File: src/rtl/uart_pkt_pkg.sv
// uart_pkt_pkg: shared state encodings, default header and baud-divider helper
// for the UART packet receiver.
package uart_pkt_pkg;

   typedef enum logic [1:0] {B_IDLE, B_START, B_DATA, B_STOP} byte_state_t;
   typedef enum logic [1:0] {P_HDR_HI, P_HDR_LO, P_PAYLOAD, P_CSUM} pkt_state_t;

   localparam logic [15:0] DEFAULT_HEADER = 16'hBACD;

   // Clock cycles per UART bit (integer division).
   function automatic int calc_bit_ticks(input int clk_freq, input int baud_rate);
      return clk_freq / baud_rate;
   endfunction

endpackage

File: src/rtl/uart_packet_rx_byte_rx.sv
// uart_byte_rx: 2-FF synchroniser plus 8N1 byte deserialiser. Emits a one-cycle
// byte strobe (with the byte) on a good stop bit, or a frame strobe when the
// stop bit samples low.
module uart_byte_rx
   import uart_pkt_pkg::*;
#(
   parameter int BIT_TICKS = 868
) (
   input  logic       clk,
   input  logic       rst,
   input  logic       rx,
   output logic [7:0] rx_byte,
   output logic       byte_stb,
   output logic       frame_stb
);

   localparam int HALF_M1 = (BIT_TICKS / 2 > 1) ? BIT_TICKS / 2 - 1 : 0;
   localparam int CW      = ($clog2(BIT_TICKS) < 1) ? 1 : $clog2(BIT_TICKS);
   localparam logic [CW-1:0] LIM_BIT  = CW'(BIT_TICKS - 1);
   localparam logic [CW-1:0] LIM_HALF = CW'(HALF_M1);

   logic [1:0]  sync;
   logic        rx_s;
   byte_state_t state, state_nxt;
   logic [CW-1:0] cnt;
   logic [2:0]  bit_cnt;
   logic [7:0]  shreg;
   logic        tick_done;

   assign rx_s    = sync[1];
   assign rx_byte = shreg;

   // Two-flop synchroniser; idles high so reset does not look like a start bit.
   always_ff @(posedge clk or posedge rst) begin
      if (rst) sync <= 2'b11;
      else     sync <= {sync[0], rx};
   end

   // START waits half a bit to land mid start bit; other states wait a full bit.
   assign tick_done = (cnt == ((state == B_START) ? LIM_HALF : LIM_BIT));

   // Next-state logic for the byte FSM.
   always_comb begin
      state_nxt = state;
      case (state)
         B_IDLE:  if (!rx_s) state_nxt = B_START;
         B_START: if (tick_done) state_nxt = rx_s ? B_IDLE : B_DATA;
         B_DATA:  if (tick_done && bit_cnt == 3'd7) state_nxt = B_STOP;
         B_STOP:  if (tick_done) state_nxt = B_IDLE;
         default: state_nxt = B_IDLE;
      endcase
   end

   // State register, bit timer, shifter and strobes.
   always_ff @(posedge clk or posedge rst) begin
      if (rst) begin
         state     <= B_IDLE;
         cnt       <= '0;
         bit_cnt   <= '0;
         shreg     <= '0;
         byte_stb  <= 1'b0;
         frame_stb <= 1'b0;
      end else begin
         state     <= state_nxt;
         cnt       <= (state == B_IDLE || tick_done) ? '0 : cnt + 1'b1;
         byte_stb  <= (state == B_STOP) && tick_done && rx_s;
         frame_stb <= (state == B_STOP) && tick_done && !rx_s;
         if (state == B_START) bit_cnt <= '0;
         if (state == B_DATA && tick_done) begin
            shreg   <= {rx_s, shreg[7:1]};
            bit_cnt <= bit_cnt + 3'd1;
         end
      end
   end

endmodule

File: src/rtl/uart_packet_rx.sv
// uart_packet_rx: hunts for a 16-bit header in a UART byte stream, collects
// NUM_WORDS x WORD_BYTES payload bytes, checks a mod-256 checksum and hands
// verified packets out on a valid/ready port. Dropped packets are counted.
// Optional macro UART_PKT_RX_TIMEOUT_EN adds an inter-byte gap timeout.
module uart_packet_rx
   import uart_pkt_pkg::*;
#(
   parameter int          CLK_FREQ     = 100000000,
   parameter int          BAUD_RATE    = 115200,
   parameter logic [15:0] HEADER       = DEFAULT_HEADER,
   parameter int          NUM_WORDS    = 2,
   parameter int          WORD_BYTES   = 8,
   parameter int          TIMEOUT_BITS = 20
) (
   input  logic                              clk,
   input  logic                              rst_i,
   input  logic                              rx_i,
   output logic [NUM_WORDS*WORD_BYTES*8-1:0] pkt_data_o,
   output logic                              pkt_valid_o,
   input  logic                              pkt_ready_i,
   output logic                              csum_err_o,
   output logic                              frame_err_o,
   output logic                              overrun_o,
   output logic [7:0]                        err_cnt_o
);

   localparam int BIT_TICKS = calc_bit_ticks(CLK_FREQ, BAUD_RATE);
   localparam int NB        = NUM_WORDS * WORD_BYTES;
   localparam int CNTW      = ($clog2(NB) < 1) ? 1 : $clog2(NB);
   localparam logic [CNTW-1:0] LAST    = CNTW'(NB - 1);
   localparam logic [7:0]      HDR_SUM = HEADER[15:8] + HEADER[7:0];

   logic [1:0]          rst_pipe;
   logic                rst;
   logic [7:0]          rx_byte;
   logic                byte_stb, frame_stb;
   pkt_state_t          state, state_nxt;
   logic [CNTW-1:0]     cnt, widx;
   logic [7:0]          sum;
   logic [NB-1:0][7:0]  stage;
   logic                hdr_ok, wr, good, bad, frame_drop, timeout;
   logic                accept, load, overrun, drop;

   // Reset asserts asynchronously and releases two clocks after rst_i drops.
   always_ff @(posedge clk or posedge rst_i) begin
      if (rst_i) rst_pipe <= 2'b11;
      else       rst_pipe <= {rst_pipe[0], 1'b0};
   end
   assign rst = rst_pipe[1];

   uart_byte_rx #(.BIT_TICKS(BIT_TICKS)) u_byte (
      .clk       (clk),
      .rst       (rst),
      .rx        (rx_i),
      .rx_byte   (rx_byte),
      .byte_stb  (byte_stb),
      .frame_stb (frame_stb)
   );

`ifdef UART_PKT_RX_TIMEOUT_EN
   localparam int GAP_LIM = TIMEOUT_BITS * BIT_TICKS;
   localparam int GW      = $clog2(GAP_LIM + 2);
   logic [GW-1:0] gap;

   // Cycles since the last good byte; saturates just past the limit.
   always_ff @(posedge clk or posedge rst) begin
      if (rst)                         gap <= '0;
      else if (byte_stb)               gap <= '0;
      else if (gap <= GW'(GAP_LIM))    gap <= gap + 1'b1;
   end

   assign timeout = (state != P_HDR_HI) && (gap > GW'(GAP_LIM)) && !byte_stb && !frame_stb;
`else
   assign timeout = 1'b0;
`endif

   // Payload byte 0 lands in the top byte lane so word 0 ends up in the MS bits.
   assign widx = LAST - cnt;

   // Packet FSM next state plus per-strobe events.
   always_comb begin
      state_nxt  = state;
      hdr_ok     = 1'b0;
      wr         = 1'b0;
      good       = 1'b0;
      bad        = 1'b0;
      frame_drop = 1'b0;
      if (frame_stb) begin
         frame_drop = (state == P_PAYLOAD) || (state == P_CSUM);
         state_nxt  = P_HDR_HI;
      end else if (byte_stb) begin
         case (state)
            P_HDR_HI: if (rx_byte == HEADER[15:8]) state_nxt = P_HDR_LO;
            P_HDR_LO: begin
               if (rx_byte == HEADER[7:0]) begin
                  state_nxt = P_PAYLOAD;
                  hdr_ok    = 1'b1;
               end else if (rx_byte != HEADER[15:8]) begin
                  state_nxt = P_HDR_HI;
               end
            end
            P_PAYLOAD: begin
               wr = 1'b1;
               if (cnt == LAST) state_nxt = P_CSUM;
            end
            P_CSUM: begin
               state_nxt = P_HDR_HI;
               if (rx_byte == sum) good = 1'b1;
               else                bad  = 1'b1;
            end
            default: state_nxt = P_HDR_HI;
         endcase
      end else if (timeout) begin
         state_nxt = P_HDR_HI;
      end
   end

   assign accept  = pkt_valid_o && pkt_ready_i;
   assign load    = good && (!pkt_valid_o || accept);
   assign overrun = good && pkt_valid_o && !accept;
   assign drop    = bad || overrun || frame_drop || timeout;

   // Packet FSM state register.
   always_ff @(posedge clk or posedge rst) begin
      if (rst) state <= P_HDR_HI;
      else     state <= state_nxt;
   end

   // Staging buffer, byte index and running checksum.
   always_ff @(posedge clk or posedge rst) begin
      if (rst) begin
         cnt   <= '0;
         sum   <= '0;
         stage <= '0;
      end else if (hdr_ok) begin
         cnt <= '0;
         sum <= HDR_SUM;
      end else if (wr) begin
         stage[widx] <= rx_byte;
         sum         <= sum + rx_byte;
         cnt         <= cnt + 1'b1;
      end
   end

   // Output register, handshake, error pulses and saturating drop counter.
   always_ff @(posedge clk or posedge rst) begin
      if (rst) begin
         pkt_data_o  <= '0;
         pkt_valid_o <= 1'b0;
         csum_err_o  <= 1'b0;
         frame_err_o <= 1'b0;
         overrun_o   <= 1'b0;
         err_cnt_o   <= '0;
      end else begin
         csum_err_o  <= bad;
         frame_err_o <= frame_stb;
         overrun_o   <= overrun;
         if (load) begin
            pkt_data_o  <= stage;
            pkt_valid_o <= 1'b1;
         end else if (accept) begin
            pkt_valid_o <= 1'b0;
         end
         if (drop && err_cnt_o != 8'hFF) err_cnt_o <= err_cnt_o + 8'd1;
      end
   end

endmodule

File: config.mk
export PLATFORM = sky130hd
export DESIGN_NAME = uart_packet_rx
export DESIGN_NICKNAME = d
export VERILOG_FILES = /design/src/rtl/uart_pkt_pkg.sv /design/src/rtl/uart_packet_rx_byte_rx.sv /design/src/rtl/uart_packet_rx.sv
export SDC_FILE = /design/constraint.sdc
export NUM_CORES = 1
export LEC_CHECK = 0
export ABC_CLOCK_PERIOD_IN_PS = 12400
export CAP_MARGIN = 40
export CORE_MARGIN = 3
export CORE_UTILIZATION = 56
export CTS_BUF_LIST = sky130_fd_sc_hd__clkbuf_8 sky130_fd_sc_hd__clkbuf_16
export CTS_CLUSTER_DIAMETER = 60
export DETAILED_ROUTE_END_ITERATION = 10
export GPL_TIMING_DRIVEN = 0
export PLACE_DENSITY = 0.91
export REMOVE_ABC_BUFFERS = 1
export SLEW_MARGIN = 20
export SYNTH_ARGS = -nofsm -noshare
export SYNTH_HDL_FRONTEND = slang
export SYNTH_SLANG_ARGS = --single-unit
File: constraint.sdc
create_clock -name clk -period 12.4 [get_ports clk]
set_input_delay 2.48 -clock clk [delete_from_list [all_inputs] [get_ports clk]]
set_output_delay 2.48 -clock clk [all_outputs]
set_load 0.01 [all_outputs]
Yosys cells after proc, flatten, opt, wreduce, memory -nomap -nowiden:

Index checks and enable logic that the tools add are counted.

* add/subtract/negate cells: 6
* equal/unequal tests: 21
* multiplexer cells: 42
* bitwise logic cells: 1
* reduce and logical (&&, ||, !) cells: 28
* magnitude comparators: 2

Operators by type and width (number)
* bitwise mux 128 bit: 1
* demux 8 bit (select 4 bit): 1
* 2-to-1 mux 8 bit: 3
* 2-to-1 mux 2 bit: 11
* 2-to-1 mux 10 bit: 2
* 2-to-1 mux 1 bit: 18
* == test 8 bit, second input constant: 2
* inequality test 8 bit, second input constant: 2
* case mux 2 bit (4 select lines): 2
* logical AND 1 bit: 11
* adder 10 x 1 -> 10 bit, second input constant: 1
* == test 10 bit: 1
* adder 8 x 1 -> 8 bit, second input constant: 1
* adder 8 bit: 1
* == test 2 bit, second input constant: 4
* == test 8 bit: 1
* 2-to-1 mux 4 bit: 2
* AND reduction 4 bit: 2
* nonzero test 2 bit: 4
* 2-to-1 mux 3 bit: 2
* inequality test 2 x 1 -> 1 bit, second input constant: 3
* logical OR 1 bit: 5
* < comparator 4 x 5 -> 1 bit, second input constant: 1
* adder 4 x 1 -> 4 bit, second input constant: 1
* other kinds (14): 18

* input port bits: 4
* register bits: 311
* logic and storage cells: 133
* output and inout bits: 140

Depth between registers and ports, before layout:

* depth in word-level cells: 10
* gate-level depth with buffers: 8
* gate-level depth less buffers: 8

Modules after synthesis:

From an unflattened synthesis, not the netlist that was laid out.

* cell total of the unflattened synthesis: 855
* area, all modules: 13038.8 um2

By module, submodules not included
* uart_packet_rx: instances 1, seq. area each 7109.3 um2, cells each 741, area an instance 11671.2 um2
* uart_byte_rx: instances 1, seq. area each 678.2 um2, cells each 114, area an instance 1367.6 um2

Least setup slack after synthesis:

No wires, ideal clock.

* path kind: input -> register
* from: input port pkt_ready_i
* to: register err_cnt_o[1]
* setup slack: 8715 ps
* library setup time: 125 ps
* buffers on the path: 0
* stages: 4
* data required time: 12275 ps
* data arrival time: 3560 ps
* cell sequence: nor2b_1 nor2_1 a211oi_2 mux2_2

* longest elaborated chain between the ends: 6

Ends and longest elaborated chain
* start, declared: line uart_packet_rx.sv:20 `input logic pkt_ready_i,`
* logical AND 1 bit: line uart_packet_rx.sv:118 `assign accept = pkt_valid_o && pkt_ready_i;`
* zero test 1 bit: line uart_packet_rx.sv:120 `assign overrun = good && pkt_valid_o && !accept;`
* logical AND 1 bit: line uart_packet_rx.sv:120
* logical OR 1 bit (2 in a row): line uart_packet_rx.sv:121 `assign drop = bad || overrun || frame_drop || timeout;`
* logical AND 1 bit: line uart_packet_rx.sv:164 `if (drop && err_cnt_o != 8'hFF) err_cnt_o <= err_cnt_o + 8'd1;`
* end signal, assigned: line uart_packet_rx.sv:164
* end, declared: line uart_packet_rx.sv:24 `output logic [7:0] err_cnt_o`

Every way passes these cells.
A chain may end at the register's enable or synchronous reset.

Final worst setup path:

* from: input port pkt_ready_i
* to: register pkt_data_o[81]

* longest elaborated chain between the ends: 3

Ends and longest elaborated chain
* logical AND 1 bit: line uart_packet_rx.sv:118
* logical OR 1 bit: line uart_packet_rx.sv:119 `assign load = good && (!pkt_valid_o || accept);`
* logical AND 1 bit: line uart_packet_rx.sv:119
* end signal, assigned: line uart_packet_rx.sv:159 `pkt_data_o <= stage;`
* end, declared: line uart_packet_rx.sv:18 `output logic [NUM_WORDS*WORD_BYTES*8-1:0] pkt_data_o,`

Every way passes these cells.

==> run metrics <==
Hold Path Class=flip-flop to async pin; DIE HEIGHT=158 microns; Worst setup SP type=input port; drt total wl=27600 microns; final core utilization=70.8%; WP data arrival=4.81 ns; setup TNS=0 ns; Starting Density=57.2%; Root Buffer=clkbuf_16; H-Tree Depth=2; # IOs=144; Hold Slack=0.268 ns; Hold Fails Final Rpt=0; largest net degree at the start of global routing=100; die width=158 microns; Final period util=35.8%; Net count, final=1020; die area=0.0251 sq mm; Reg clk slew, reported paths=0.06 ns; max cap viols=0; RD Place Congestion=0.747; WL met1=11700 microns; asr flop ratio synth=100%; Required @ worst endpoint=12.77 ns; top routing layer used=met4; later-pin clock latency in the skew report=0.50 ns; final antenna-violating net count=0; Combinational Power Share=2.3%; Sw Share=21.0%; Lkg Pwr=7.72 nW; Avg WL per Cell=21.1 microns; 1st-iter DRT viols=487; Layout fillers=1416; Reg power frac=48.0%; Sinks on Clock Net=311; met2 routed WL=14200 microns; cts hold-fix bufs=0; number of global-route vias before repair=7960; antenna fix cells=0; antenna violations before repair=0; number of enable flip-flop cells after synthesis=0; sequential element share of the synthesized area=60.0%; final instance area=0.0161 sq mm; largest area contributor in the netlist=dfrtp_1; Setup Viol. Count Final=0; via/cell ratio=5.63; Max VDD drop=94.1 uV; synth unique cells=67; commonest non-fill, non-tap cells in the layout=dfrtp_1, mux2_2, clkdlybuf4s50_1; Syn. warnings=0; Max Clock Freq=225 MHz; Cell Area, Synth=0.0130 sq mm; WL met3=1230 microns; kind of critical path=input port to flip-flop; top post-synthesis cells by area=dfrtp_1, mux2_2, mux2_4; Crit Path Max Fanout=21; DR vias=7379; P&R area growth vs syn=23.8%; Fin Clk Skew=0.0215 ns; Pint=1.71 mW; Mean Syn Cell Area=15.4 sq um; min cycle time layout=4.44 ns; Tot GR Track Use=22.9%; cell total after placement=1248; slew margin rel.=44.7%; core area=0.0227 sq mm; share of cells above drive strength 1=34.4%; Post-DP Area=0.0149 sq mm; Pwr Density=135 mW/mm^2; max-slew violations=0; global-route wire length before repair=44700 microns; Main synth FF type=dfrtp_1; Worst-Margin Slew=0.829 ns; cts bufs inserted=35; CTS tree=yes; CP Capture Type=flip-flop; post-CTS resize count=0; first-pass detailed-route iteration total=5; most common cell after layout, fill and taps aside=dfrtp_1; total gr overflow=0; post-CTS setup buffers=0; sw power=457 uW; unrepaired setup endpoints after global routing=no; outcome=finished clean; IO buf count=143; post-synthesis register bit count=311; fin cells=1310; Clk pwr share=49.6%; area share of the largest cell type after synthesis=59.2%; FP Rows=55; Final HPWL DP=17800 microns; maximum buffer depth of the clock tree=3; DRC viols=0; Syn Inst Count=841
[power by group through the flow]
| stage | combinational (mW) | clock (mW) | sequential [mW] |
|---|---|---|---|
| after global placement | 0.0456 | 0 | 1.06 |
| after detailed placement | 0.0512 | 0 | 1.06 |
| after CTS | 0.0523 | 1.10 | 1.04 |
| after global routing | 0.0585 | 1.15 | 1.04 |
| final | 0.0502 | 1.08 | 1.04 |
| after floorplan | 0.0382 | 0 | 1.06 |
[final timing paths]
check / start / end / slack [ns] / cells past startpoint
worst min-delay path: rst_pipe[1] / pkt_data_o[126] / 0.27 / 1
worst max register to register: u_byte.rx_byte[5] / pkt_data_o[81] / 8.71 / 10
worst max-delay path: pkt_ready_i / pkt_data_o[81] / 7.96 / 8
max in group asynchronous: rst_i / rst_pipe[1] / 10.08 / 2
min in group clk: rst_pipe[0] / rst_pipe[1] / 0.36 / 0
worst min register to register: rst_pipe[1] / pkt_data_o[126] / 0.27 / 1
[worst max-delay path: stages]
cell             delay [ns]
clkdlybuf4s50_1        0.47
nor2b_1                0.08
nor2_4                 0.56
buf_16                 0.25
buf_12                 0.20
buf_12                 0.21
buf_16                 0.20
mux2_4                 0.32
[per-layer routing]
metal	up-vias	GRT usage, %
li1	3290	-
met1	3852	30.4
met2	190	39.4
met3	47	4.29
met4	0	5.41
met5	-	0
[sequential cells by signal (all words and copies together), names as in the netlist, 3 cells and up, named ones only]
| signal | flops |
|---|---|
| pkt_data_o | 128 |
| u_byte.bit_cnt | 3 |
| stage | 128 |
| sum | 8 |
| u_byte.cnt | 10 |
| cnt | 4 |
| err_cnt_o | 8 |
| u_byte.rx_byte | 8 |
[through the flow]
| step | setup WS (ns) | total power [mW] |
|---|---|---|
| 2_1_floorplan | 3.55 | 1.09 |
| 3_3_place_gp | 0.768 | 1.10 |
| 3_5_place_dp | 7.49 | 1.11 |
| 4_1_cts | 7.98 | 2.19 |
| 5_1_grt | 7.89 | 2.25 |
| 6_report | 7.96 | 2.17 |
[cell usage after synthesis (3+ instances only)]
master    instances
mux2_4          100
nand2b_1          5
buf_12           11
xor2_1            9
a21oi_1           6
nor3b_1           3
dfrtp_1         307
buf_6             4
nand4b_1          4
o21ai_0          22
and4_1            3
buf_2             6
or2_2             4
xnor2_1          11
nor2b_1           7
and3_1           10
nand2_1          28
clkbuf_1         17
ha_1             15
nand4_1           6
mux2_1           10
mux2_2          143
nand3_2           9
nor2_1           27
dfstp_2           4
nand3_1           7
and2_1            3
inv_1            12
[cell type report]
cell class / count / area, sq um / area share, %
Tap cell: 285 / 357 / 2.22
Clock buffer: 40 / 967 / 6.01
Timing Repair Buffer: 161 / 1860 / 11.6
Sequential cell: 311 / 7790 / 48.4
Inverter: 12 / 52.6 / 0.327
Multi-Input combinational cell: 479 / 4800 / 29.9
Clock inverter: 22 / 259 / 1.61
[cells by family after synthesis]
| family | after synthesis | share of synthesized area, % |
|---|---|---|
| flops | 311 | 60.0 |
| buf+inv | 51 | 3.17 |
| compound gates | 54 | 2.79 |
| other cells | 1 | 0.0289 |
| fa+ha+maj | 16 | 1.60 |
| simple gates | 135 | 6.27 |
| mux | 253 | 24.8 |
| xor+xnor | 20 | 1.35 |
(Power assumes the default switching activity.)
